==> src/rtl/proc_pkg.sv <==
// Shared types, widths and ALU helpers for the execute stage and its E/M register.
package proc_pkg;

  localparam int unsigned N   = 32;
  localparam int unsigned M   = 4;
  localparam int unsigned L   = 3;
  localparam int unsigned SHW = $clog2(N);
  localparam int unsigned CW  = $clog2(N);

  typedef enum logic [L-1:0] {
    ALU_ADD = 3'b000,
    ALU_SUB = 3'b001,
    ALU_AND = 3'b010,
    ALU_OR  = 3'b011,
    ALU_XOR = 3'b100,
    ALU_SLL = 3'b101,
    ALU_SRL = 3'b110,
    ALU_MUL = 3'b111
  } alu_op_t;

  typedef enum logic [1:0] {
    FWD_REG = 2'b00,
    FWD_MEM = 2'b01,
    FWD_WB  = 2'b10
  } fwd_sel_t;

  typedef enum logic [1:0] {
    IDLE = 2'd0,
    BUSY = 2'd1,
    DONE = 2'd2
  } exm_state_t;

  typedef struct packed {
    logic         regw;
    logic         memw;
    logic         regmem;
    logic [M-1:0] regscr;
    logic [N-1:0] aluout;
    logic [N-1:0] wdata;
  } em_t;

  // Control and store data parked while a multiply runs
  typedef struct packed {
    logic         regw;
    logic         memw;
    logic         regmem;
    logic [M-1:0] regscr;
    logic [N-1:0] wdata;
  } mul_ctl_t;

  // Select code 11 falls back to the register operand
  function automatic logic [N-1:0] fwd_mux(input logic [1:0] sel, input logic [N-1:0] rf,
                                           input logic [N-1:0] mem, input logic [N-1:0] wb);
    logic [N-1:0] v;
    case (sel)
      FWD_MEM: v = mem;
      FWD_WB:  v = wb;
      default: v = rf;
    endcase
    return v;
  endfunction

  function automatic logic [N-1:0] alu_eval(input alu_op_t op, input logic [N-1:0] a,
                                            input logic [N-1:0] b);
    logic [SHW-1:0] sh;
    logic [N-1:0]   r;
    sh = b[SHW-1:0];
    case (op)
      ALU_ADD: r = a + b;
      ALU_SUB: r = a - b;
      ALU_AND: r = a & b;
      ALU_OR:  r = a | b;
      ALU_XOR: r = a ^ b;
      ALU_SLL: r = a << sh;
      ALU_SRL: r = a >> sh;
      default: r = '0;
    endcase
    return r;
  endfunction

  // Carry-out of ADD, borrow-not of SUB, zero for everything else
  function automatic logic alu_carry(input alu_op_t op, input logic [N-1:0] a,
                                     input logic [N-1:0] b);
    logic [N:0] s;
    case (op)
      ALU_ADD: s = {1'b0, a} + {1'b0, b};
      ALU_SUB: s = {1'b0, a} + {1'b0, ~b} + (N+1)'(1);
      default: s = '0;
    endcase
    return s[N];
  endfunction

endpackage

==> src/rtl/mul_iter.sv <==
// Iterative shift-add multiplier: one multiplier bit per cycle, low N bits of the product kept.
module mul_iter
  import proc_pkg::*;
(
  input  logic         clk,
  input  logic         rst,
  input  logic         start,
  input  logic [N-1:0] a,
  input  logic [N-1:0] b,
  output logic         done_c,
  output logic [N-1:0] product
);

  logic [N-1:0]  acc_q, acc_d;
  logic [N-1:0]  mcand_q, mcand_d;
  logic [N-1:0]  mplier_q, mplier_d;
  logic [CW-1:0] cnt_q, cnt_d;
  logic          busy_q, busy_d;

  always_comb begin
    acc_d    = acc_q;
    mcand_d  = mcand_q;
    mplier_d = mplier_q;
    cnt_d    = cnt_q;
    busy_d   = busy_q;
    if (start) begin
      acc_d    = '0;
      mcand_d  = a;
      mplier_d = b;
      cnt_d    = '0;
      busy_d   = 1'b1;
    end else if (busy_q) begin
      if (mplier_q[0]) acc_d = acc_q + mcand_q;
      mcand_d  = mcand_q << 1;
      mplier_d = mplier_q >> 1;
      cnt_d    = cnt_q + CW'(1);
      if (cnt_q == CW'(N-1)) busy_d = 1'b0;
    end
  end

  always_ff @(posedge clk or negedge rst) begin
    if (!rst) begin
      acc_q    <= '0;
      mcand_q  <= '0;
      mplier_q <= '0;
      cnt_q    <= '0;
      busy_q   <= 1'b0;
    end else begin
      acc_q    <= acc_d;
      mcand_q  <= mcand_d;
      mplier_q <= mplier_d;
      cnt_q    <= cnt_d;
      busy_q   <= busy_d;
    end
  end

  assign done_c  = busy_q && (cnt_q == CW'(N-1));
  assign product = acc_q;

endmodule

==> src/rtl/exmpipe.sv <==
// Execute stage with forwarding, iterative MUL sequencing, and the E/M pipeline register.
// Optional condition flags on the E/M register are enabled with EXMPIPE_FLAGS_EN.
module exmpipe
  import proc_pkg::*;
(
  input  logic         clk,
  input  logic         rst,
  input  logic         flush_M,
  input  logic         regw_E,
  input  logic         memw_E,
  input  logic         regmem_E,
  input  logic         ALUope_E,
  input  logic [L-1:0] ALUctrl_E,
  input  logic [M-1:0] regScr_E,
  input  logic [N-1:0] regA_E,
  input  logic [N-1:0] regB_E,
  input  logic [N-1:0] inm_E,
  input  logic [1:0]   fwdA_sel,
  input  logic [1:0]   fwdB_sel,
  input  logic [N-1:0] result_W,
  output logic         stall_E,
  output logic         regw_M,
  output logic         memw_M,
  output logic         regmem_M,
  output logic [M-1:0] regScr_M,
  output logic [N-1:0] aluout_M,
  output logic [N-1:0] wdata_M
`ifdef EXMPIPE_FLAGS_EN
  ,
  output logic         zero_M,
  output logic         neg_M,
  output logic         carry_M
`endif
);

  exm_state_t   state_q, state_d;
  em_t          em_q, em_d;
  mul_ctl_t     ctl_q, ctl_d;
  alu_op_t      op_c;
  logic [N-1:0] opa_c, regbf_c, opb_c, alu_c, product_c;
  logic         mul_start_c, mul_last_c;

  // Operand forwarding and single-cycle ALU
  always_comb begin
    op_c    = alu_op_t'(ALUctrl_E);
    opa_c   = fwd_mux(fwdA_sel, regA_E, em_q.aluout, result_W);
    regbf_c = fwd_mux(fwdB_sel, regB_E, em_q.aluout, result_W);
    opb_c   = ALUope_E ? inm_E : regbf_c;
    alu_c   = alu_eval(op_c, opa_c, opb_c);
  end

  mul_iter u_mul (
    .clk     (clk),
    .rst     (rst),
    .start   (mul_start_c),
    .a       (opa_c),
    .b       (opb_c),
    .done_c  (mul_last_c),
    .product (product_c)
  );

  // Sequencing: E/M gets a bubble unless a result is being retired this cycle
  always_comb begin
    state_d     = state_q;
    ctl_d       = ctl_q;
    em_d        = '0;
    stall_E     = 1'b0;
    mul_start_c = 1'b0;
    case (state_q)
      IDLE: begin
        if (op_c == ALU_MUL) begin
          stall_E      = rst;
          mul_start_c  = 1'b1;
          ctl_d.regw   = regw_E;
          ctl_d.memw   = memw_E;
          ctl_d.regmem = regmem_E;
          ctl_d.regscr = regScr_E;
          ctl_d.wdata  = regbf_c;
          state_d      = BUSY;
        end else begin
          em_d.regw   = regw_E;
          em_d.memw   = memw_E;
          em_d.regmem = regmem_E;
          em_d.regscr = regScr_E;
          em_d.aluout = alu_c;
          em_d.wdata  = regbf_c;
        end
      end
      BUSY: begin
        stall_E = rst;
        if (mul_last_c) state_d = DONE;
      end
      DONE: begin
        em_d.regw   = ctl_q.regw;
        em_d.memw   = ctl_q.memw;
        em_d.regmem = ctl_q.regmem;
        em_d.regscr = ctl_q.regscr;
        em_d.aluout = product_c;
        em_d.wdata  = ctl_q.wdata;
        state_d     = IDLE;
      end
      default: state_d = IDLE;
    endcase
    if (flush_M) begin
      em_d.regw   = 1'b0;
      em_d.memw   = 1'b0;
      em_d.regmem = 1'b0;
      em_d.regscr = '0;
    end
  end

  always_ff @(posedge clk or negedge rst) begin
    if (!rst) begin
      state_q <= IDLE;
      em_q    <= '0;
      ctl_q   <= '0;
    end else begin
      state_q <= state_d;
      em_q    <= em_d;
      ctl_q   <= ctl_d;
    end
  end

  assign regw_M   = em_q.regw;
  assign memw_M   = em_q.memw;
  assign regmem_M = em_q.regmem;
  assign regScr_M = em_q.regscr;
  assign aluout_M = em_q.aluout;
  assign wdata_M  = em_q.wdata;

`ifdef EXMPIPE_FLAGS_EN
  logic [2:0] flg_q, flg_d;  // {zero, neg, carry}

  // Flags follow the captured result; bubbles and flushes clear them
  always_comb begin
    flg_d = '0;
    if (!flush_M) begin
      if (state_q == IDLE && op_c != ALU_MUL) begin
        flg_d[2] = (alu_c == '0);
        flg_d[1] = alu_c[N-1];
        flg_d[0] = alu_carry(op_c, opa_c, opb_c);
      end else if (state_q == DONE) begin
        flg_d[2] = (product_c == '0);
        flg_d[1] = product_c[N-1];
      end
    end
  end

  always_ff @(posedge clk or negedge rst) begin
    if (!rst) flg_q <= '0;
    else      flg_q <= flg_d;
  end

  assign zero_M  = flg_q[2];
  assign neg_M   = flg_q[1];
  assign carry_M = flg_q[0];
`endif

endmodule

==> config.mk <==
export PLATFORM = sky130hd
export DESIGN_NAME = exmpipe
export DESIGN_NICKNAME = d
export VERILOG_FILES = /design/src/rtl/proc_pkg.sv /design/src/rtl/mul_iter.sv /design/src/rtl/exmpipe.sv
export SDC_FILE = /design/constraint.sdc
export NUM_CORES = 1
export LEC_CHECK = 0
export CAP_MARGIN = 40
export CELL_PAD_IN_SITES_DETAIL_PLACEMENT = 0
export CELL_PAD_IN_SITES_GLOBAL_PLACEMENT = 1
export CORE_MARGIN = 2
export CORE_UTILIZATION = 44
export CTS_BUF_LIST = sky130_fd_sc_hd__clkbuf_4 sky130_fd_sc_hd__clkbuf_8
export CTS_CLUSTER_SIZE = 10
export DETAILED_ROUTE_END_ITERATION = 8
export GPL_ROUTABILITY_DRIVEN = 0
export PLACE_DENSITY = 0.85
export SKIP_LAST_GASP = 1
export SLEW_MARGIN = 20
export SYNTH_ARGS = -nofsm -noshare
export SYNTH_HDL_FRONTEND = slang
export SYNTH_SLANG_ARGS = --single-unit
==> constraint.sdc <==
create_clock -name clk -period 6.52 [get_ports clk]
set_input_delay 1.304 -clock clk [delete_from_list [all_inputs] [get_ports clk]]
set_output_delay 1.304 -clock clk [all_outputs]
set_load 0.05 [all_outputs]
Yosys cells after proc, flatten, opt, wreduce, memory -nomap -nowiden
Cells that the tools add are included.
{"block": "op_classes", "eq_ne": 16, "addsub": 4, "n_reduce_logical": 8, "muxes": 26, "bitwise": 3, "n_shift": 2}
{"operator": "two-way mux 32 bit", "n": 8}
{"operator": "one-hot mux 32 bit (7 select lines)", "n": 1}
{"operator": "one-hot mux 71 bit (2 select lines)", "n": 1}
{"operator": "one-hot mux 32 bit (2 select lines)", "n": 2}
{"operator": "two-way mux 71 bit", "n": 1}
{"operator": "adder 32 bit", "n": 2}
{"operator": "AND 32 bit", "n": 1}
{"operator": "OR 32 bit", "n": 1}
{"operator": "left shift 32 x 5 -> 32 bit", "n": 1}
{"operator": ">> shifter 32 x 5 -> 32 bit", "n": 1}
{"operator": "subtractor 32 bit", "n": 1}
{"operator": "bitwise XOR 32 bit", "n": 1}
{"operator": "== test 3 bit (second input constant)", "n": 4}
{"operator": "two-way mux 5 bit", "n": 2}
{"operator": "two-way mux 7 bit", "n": 1}
{"operator": "== test 2 x 1 -> 1 bit (second input constant)", "n": 3}
{"operator": "== test 2 bit (second input constant)", "n": 3}
{"operator": "== test 3 x 2 -> 1 bit (second input constant)", "n": 2}
{"operator": "two-way mux 1 bit", "n": 6}
{"operator": "AND reduction 2 bit", "n": 3}
{"operator": "adder 5 x 1 -> 5 bit (second input constant)", "n": 1}
{"operator": "== test 5 bit (second input constant)", "n": 1}
{"operator": "two-way mux 2 bit", "n": 2}
{"operator": "inequality test 2 bit (second input constant)", "n": 2}
{"operator": "other kinds (7)", "n": 8}
{"block": "word_totals", "output_inout_bits": 72, "regBits": 214, "elab_cells": 76, "inputBits": 146}

Logic depth before layout (Yosys ltp)
Gate-level depths: netlist of run 1.
{"block": "depth", "word_depth": 8, "mapped_depth": 25, "depth_no_buf": 21}

Modules after synthesis
A second synthesis of run 1 with hierarchy kept.
{"block": "unflattened", "cells_unflattened": 2425, "area_unflattened_um2": 19372.3}
{"mod": "exmpipe", "area_per_inst_um2": 13325.3, "cells_per_inst": 1762, "n_inst": 1, "seq_area_each_um2": 2802.7}
{"mod": "mul_iter", "area_per_inst_um2": 6047.0, "cells_per_inst": 663, "n_inst": 1, "seq_area_each_um2": 2552.4}

Least setup slack after synthesis of run 1
No wires, ideal clock.
{"block": "synth_timing", "kind": "in2reg", "startpoint": "input fwdB_sel[0]", "endpoint": "register em_q (netlist bit aluout_M[17])", "n_path_buf": 6, "arrival_time_ns": 5.834, "path_stages": 24, "required_time_ns": 6.394, "slack_ns": 0.560, "setup_time_ns": 0.126, "path_cell_list": "inv_1 ha_1 buf_2 a221oi_1 o31ai_1 buf_2 inv_1 buf_4 buf_4 buf_4 buf_2 nor2_1 xnor2_1 inv_1 ha_1 nor2b_1 o31ai_1 a21oi_1 a21oi_1 o31ai_1 o41ai_1 o21ai_0 xor2_1 a221o_1"}
{"element": "from (decl)", "line_no": "exmpipe.sv:19", "rtl": "input logic [1:0] fwdB_sel,"}
{"element": "to (signal assigned)", "line_no": "exmpipe.sv:119", "rtl": "em_q <= em_d;"}
{"element": "to (decl)", "line_no": "exmpipe.sv:37", "rtl": "em_t em_q, em_d;"}

==> flow_metrics.py, run 1 <==
metrics = {
    "die": {
        "die-area_um2": 45200,
        "dieHeight_um": 213,
        "ioPinCount": 218,
        "core_area_um2": 43000,
        "fp-row-count": 76,
        "initial_core_util": 0.445,
        "die_w_um": 213,
    },
    "final_layout": {
        "fin_nets": 2982,
        "fin_cells": 3309,
        "final.fill_count": 3979,
        "final_util": 0.555,
        "area_growth_pct": 24.7,
        "drive_gt1_frac": 0.120,
        "antenna_cells": 0,
    },
    "setup_path": {
        "critPathKind": "in2reg",
        "cp.depth": 21,
        "worstSetupStartpointType": "primary input",
        "r2r_slack_ps": 1620,
        "path_delay_family": "compound AO/OA/AOI/OAI gates",
        "crit_fanout": 11,
        "r2r-start": "aluout_M[10]",
        "critPathBufInv": 3,
        "startpoint": "fwdB_sel[0]",
        "reg2reg_depth": 18,
        "worst_ep_required_time_ps": 7010,
        "r2r-end": "aluout_M[29]",
        "arrival_ps": 6650,
        "slowest_delay_ps": 590,
        "cp_cell_sequence": "clkdlybuf4s50_1 -> buf_4 -> ha_1 -> a221oi_1 -> o221ai_1 -> a2111o_1 -> or4b_4 -> or2_2 -> o21ai_0 -> xnor2_1 -> ha_1 -> nand2_1 -> nor3_1 -> and3_1 -> a2111oi_1 -> buf_4 -> o31ai_1 -> a21oi_1 -> mux2i_1 -> a221oi_1 -> a21oi_1",
        "endpoint_kind": "register",
        "crit_end": "aluout_M[29]",
        "crit_slowest_cell": "or4b_4",
    },
    "power_and_ir_drop": {
        "ir_drop_mv": 0.131,
        "p_leak_nw": 11.1,
        "pwr-share-comb": 0.515,
        "p_clk_frac": 0.193,
        "switching_share": 0.452,
        "power_frac_seq": 0.292,
        "power_density_nw_per_um2": 321,
        "p_sw_mw": 3.46,
        "internal_power_mw": 4.20,
    },
    "drt": {
        "wirelength_mm": 77.1,
        "viasPerCell": 6.21,
        "drt-pass1-iter-count": 9,
        "final_antenna_net_count": 0,
        "vias": 20546,
        "route.detailed.drc": 1,
        "drt_iter0_drc": 2924,
        "wl_per_cell_um": 23.3,
    },
    "hold_path": {
        "min_path_type": "reg2reg",
        "worstHoldStart": "ctl_q[38]",
    },
    "timing": {
        "rsz0062_at_grt": "false",
        "drv_slew": 0,
        "hold_violations": 0,
        "min_period_over_period": 0.945,
        "skew_ps": 39.9,
        "period_minus_slack_ps": 6160,
        "timing.fmax_ghz": 0.162,
        "max-slew-margin-rel": 0.390,
        "worst_pin_slew_ps": 908,
        "setup_viol": 0,
    },
    "logic_synthesis": {
        "synth.area.mux_share": 0.112,
        "avgSynthCellArea_um2": 7.98,
        "synth_warnings": 0,
        "ys_types": 82,
        "ys.flop_type": "dfrtp_1",
        "synth-adder-area-share": 0.0936,
        "async_reset_ff_frac": 1.00,
        "synth_xor_area_frac": 0.0365,
        "seq_area_frac_synth": 0.280,
        "synthCells": 2399,
        "synth.largest_area_cell": "dfrtp_1",
        "synth_top_area_share": 0.280,
        "syn_area_um2": 19100,
        "synth.top_cells.by_area": "dfrtp_1, mux2i_1, ha_1, nand2_1, o21ai_0",
        "synth_compound_area_frac": 0.256,
        "synth-seq-cells": 214,
        "synth_top_family_by_area": "compound AO/OA/AOI/OAI gates",
        "synth-simple-area-share": 0.166,
        "synth-edff-count": 0,
        "syn_nets": 2687,
    },
    "run": {
        "cap_violations": 0,
    },
    "clock_tree": {
        "clk_latency_ps": 630,
        "cts_root_buffer": "clkbuf_8",
        "cts_hold_buffers": 0,
        "cts.clk_slew.worst_paths_ps": 60,
        "clockBufferDepth": 3,
        "post_cts_resized": 0,
        "clock_sinks": 214,
        "cts_tree": "done",
        "htree_num_levels": 2,
        "cts_buffers": 42,
        "post_cts_buffers": 0,
    },
    "global_routing": {
        "grt_util_all_layers": 0.334,
        "grt_pass1_vias": 19495,
        "grt_overflow_total": 0,
        "grt_antenna_before_repair": 2,
        "grt_max_degree": 115,
        "grt_pass1_wl_mm": 115,
    },
    "place": {
        "dp_cells": 3232,
        "port-buffer-count": 217,
        "hpwl_mm": 59.6,
    },
    "status": {
        "status": "finished with violations",
        "violations": "design-rule violations",
    },
}
## routing by layer
layer / routed length, um / part of all wire / GRT usage
met2: 32200 / 0.42 / 0.497
met3: 9140 / 0.12 / 0.0830
met4: 4060 / 0.053 / 0.159
met1: 31700 / 0.41 / 0.454
met5: 0 / 0 / 0
## cells in the mapped netlist, types with 10 or more instances
| cell | count |
|---|---|
| nand2_1 | 382 |
| o21ai_0 | 223 |
| dfrtp_1 | 214 |
| mux2i_1 | 189 |
| nor2_1 | 176 |
| a21oi_1 | 153 |
| ha_1 | 140 |
| clkbuf_1 | 107 |
| inv_1 | 104 |
| xnor2_1 | 55 |
| a22oi_1 | 54 |
| a221oi_1 | 38 |
| nor2b_1 | 38 |
| a211oi_1 | 37 |
| a21o_1 | 28 |
| nor3_1 | 27 |
| o211ai_1 | 27 |
| buf_2 | 26 |
| o31ai_1 | 26 |
| buf_1 | 23 |
| nand3_1 | 23 |
| xor2_1 | 23 |
| a31oi_1 | 19 |
| a221o_1 | 17 |
| a22o_1 | 17 |
| o21a_1 | 17 |
| o21ai_1 | 13 |
| or2_2 | 12 |
| or3_1 | 12 |
| and2_1 | 11 |
| mux2_2 | 10 |
| o22ai_1 | 10 |
## cell type report
class                           instances  area [um2]  area share
Clock buffer                           64         812      0.0340
Tap cell                              585         732      0.0307
Timing Repair Buffer                  413        3700       0.155
Clock inverter                         10        93.8     0.00393
Multi-Input combinational cell       1917       12800       0.535
Sequential cell                       214        5360       0.224
Inverter                              106         398      0.0167
## power by group through the flow
stage	clock network, mW	registers (mW)	logic, mW
6_report	1.48	2.23	3.95
4_1_cts	1.51	2.21	3.87
2_1_floorplan	0	2.27	2.42
3_5_place_dp	0	2.23	3.84
3_3_place_gp	0	2.21	3.76
5_1_grt	1.57	2.27	4.29
## how the worst min path moves through the flow
stage / to / slack, ps / cells past startpoint
floorplan: ctl_q[32] / 450 / 2
global placement: ctl_q[22] / 460 / 2
detailed placement: ctl_q[3] / 460 / 2
CTS: ctl_q[37] / 480 / 2
global route: ctl_q[4] / 500 / 2
finish: ctl_q[38] / 470 / 2
## sequential cells by signal (all words and copies together), names as in the netlist, 2 cells and up
name / count
ctl_q: 39
state_q: 2
aluout_M: 32
regScr_M: 4
u_mul.mplier_q: 32
u_mul.mcand_q: 32
wdata_M: 32
u_mul.cnt_q: 5
u_mul.product: 32
## metrics by stage
step                hold slack, ps  setup slack (ps)  setup TNS (ps)  cell area (um2)  total power, mW
floorplan                      446               560               0            19100             4.70
global placement               458              -130            -350            22900             5.97
detailed placement             462              -233            -783            22900             6.07
CTS                            477               383               0            23800             7.58
global route                   499              22.9               0            23900             8.13
finish                         475               358               0            23900             7.66
## logic make-up (layout without fill, tap and decap cells)
logic type / after synthesis / count (layout)
multiplexers: 205 / 205
AND/OR/NAND/NOR: 733 / 733
flip-flops: 214 / 214
AO/OA/AOI/OAI: 758 / 758
buffers and inverters: 268 / 593
adder cells (fa/ha/maj): 142 / 142
XOR/XNOR: 79 / 79
## layout by cell type, fill, tap and decap left out, types with 53 or more instances in the layout
master           instances
xnor2_1                 55
o21ai_0                223
nand2_1                381
dfrtp_1                213
ha_1                   139
a22oi_1                 54
clkbuf_8                53
inv_1                  103
a21oi_1                152
nor2_1                 176
mux2i_1                188
buf_4                  188
clkdlybuf4s50_1        214
## worst reg2reg max path, delay by kind of cell, from the launching register on
| kind | cells | cell delay (ps) |
|---|---|---|
| multiplexers | 1 | 150 |
| adder cells (fa/ha/maj) | 1 | 360 |
| flip-flops | 1 | 410 |
| XOR/XNOR | 1 | 100 |
| AO/OA/AOI/OAI | 9 | 2320 |
| AND/OR/NAND/NOR | 5 | 1260 |
| buffers and inverters | 1 | 190 |
Note: power is estimated with default switching activity, not from simulation.
==> run 2: changes to the inputs <==
Settings changed: SKIP_LAST_GASP 1 to default.
==> results of run 2 <==
The final DEF is identical to that of run 1; final timing and power are the same.
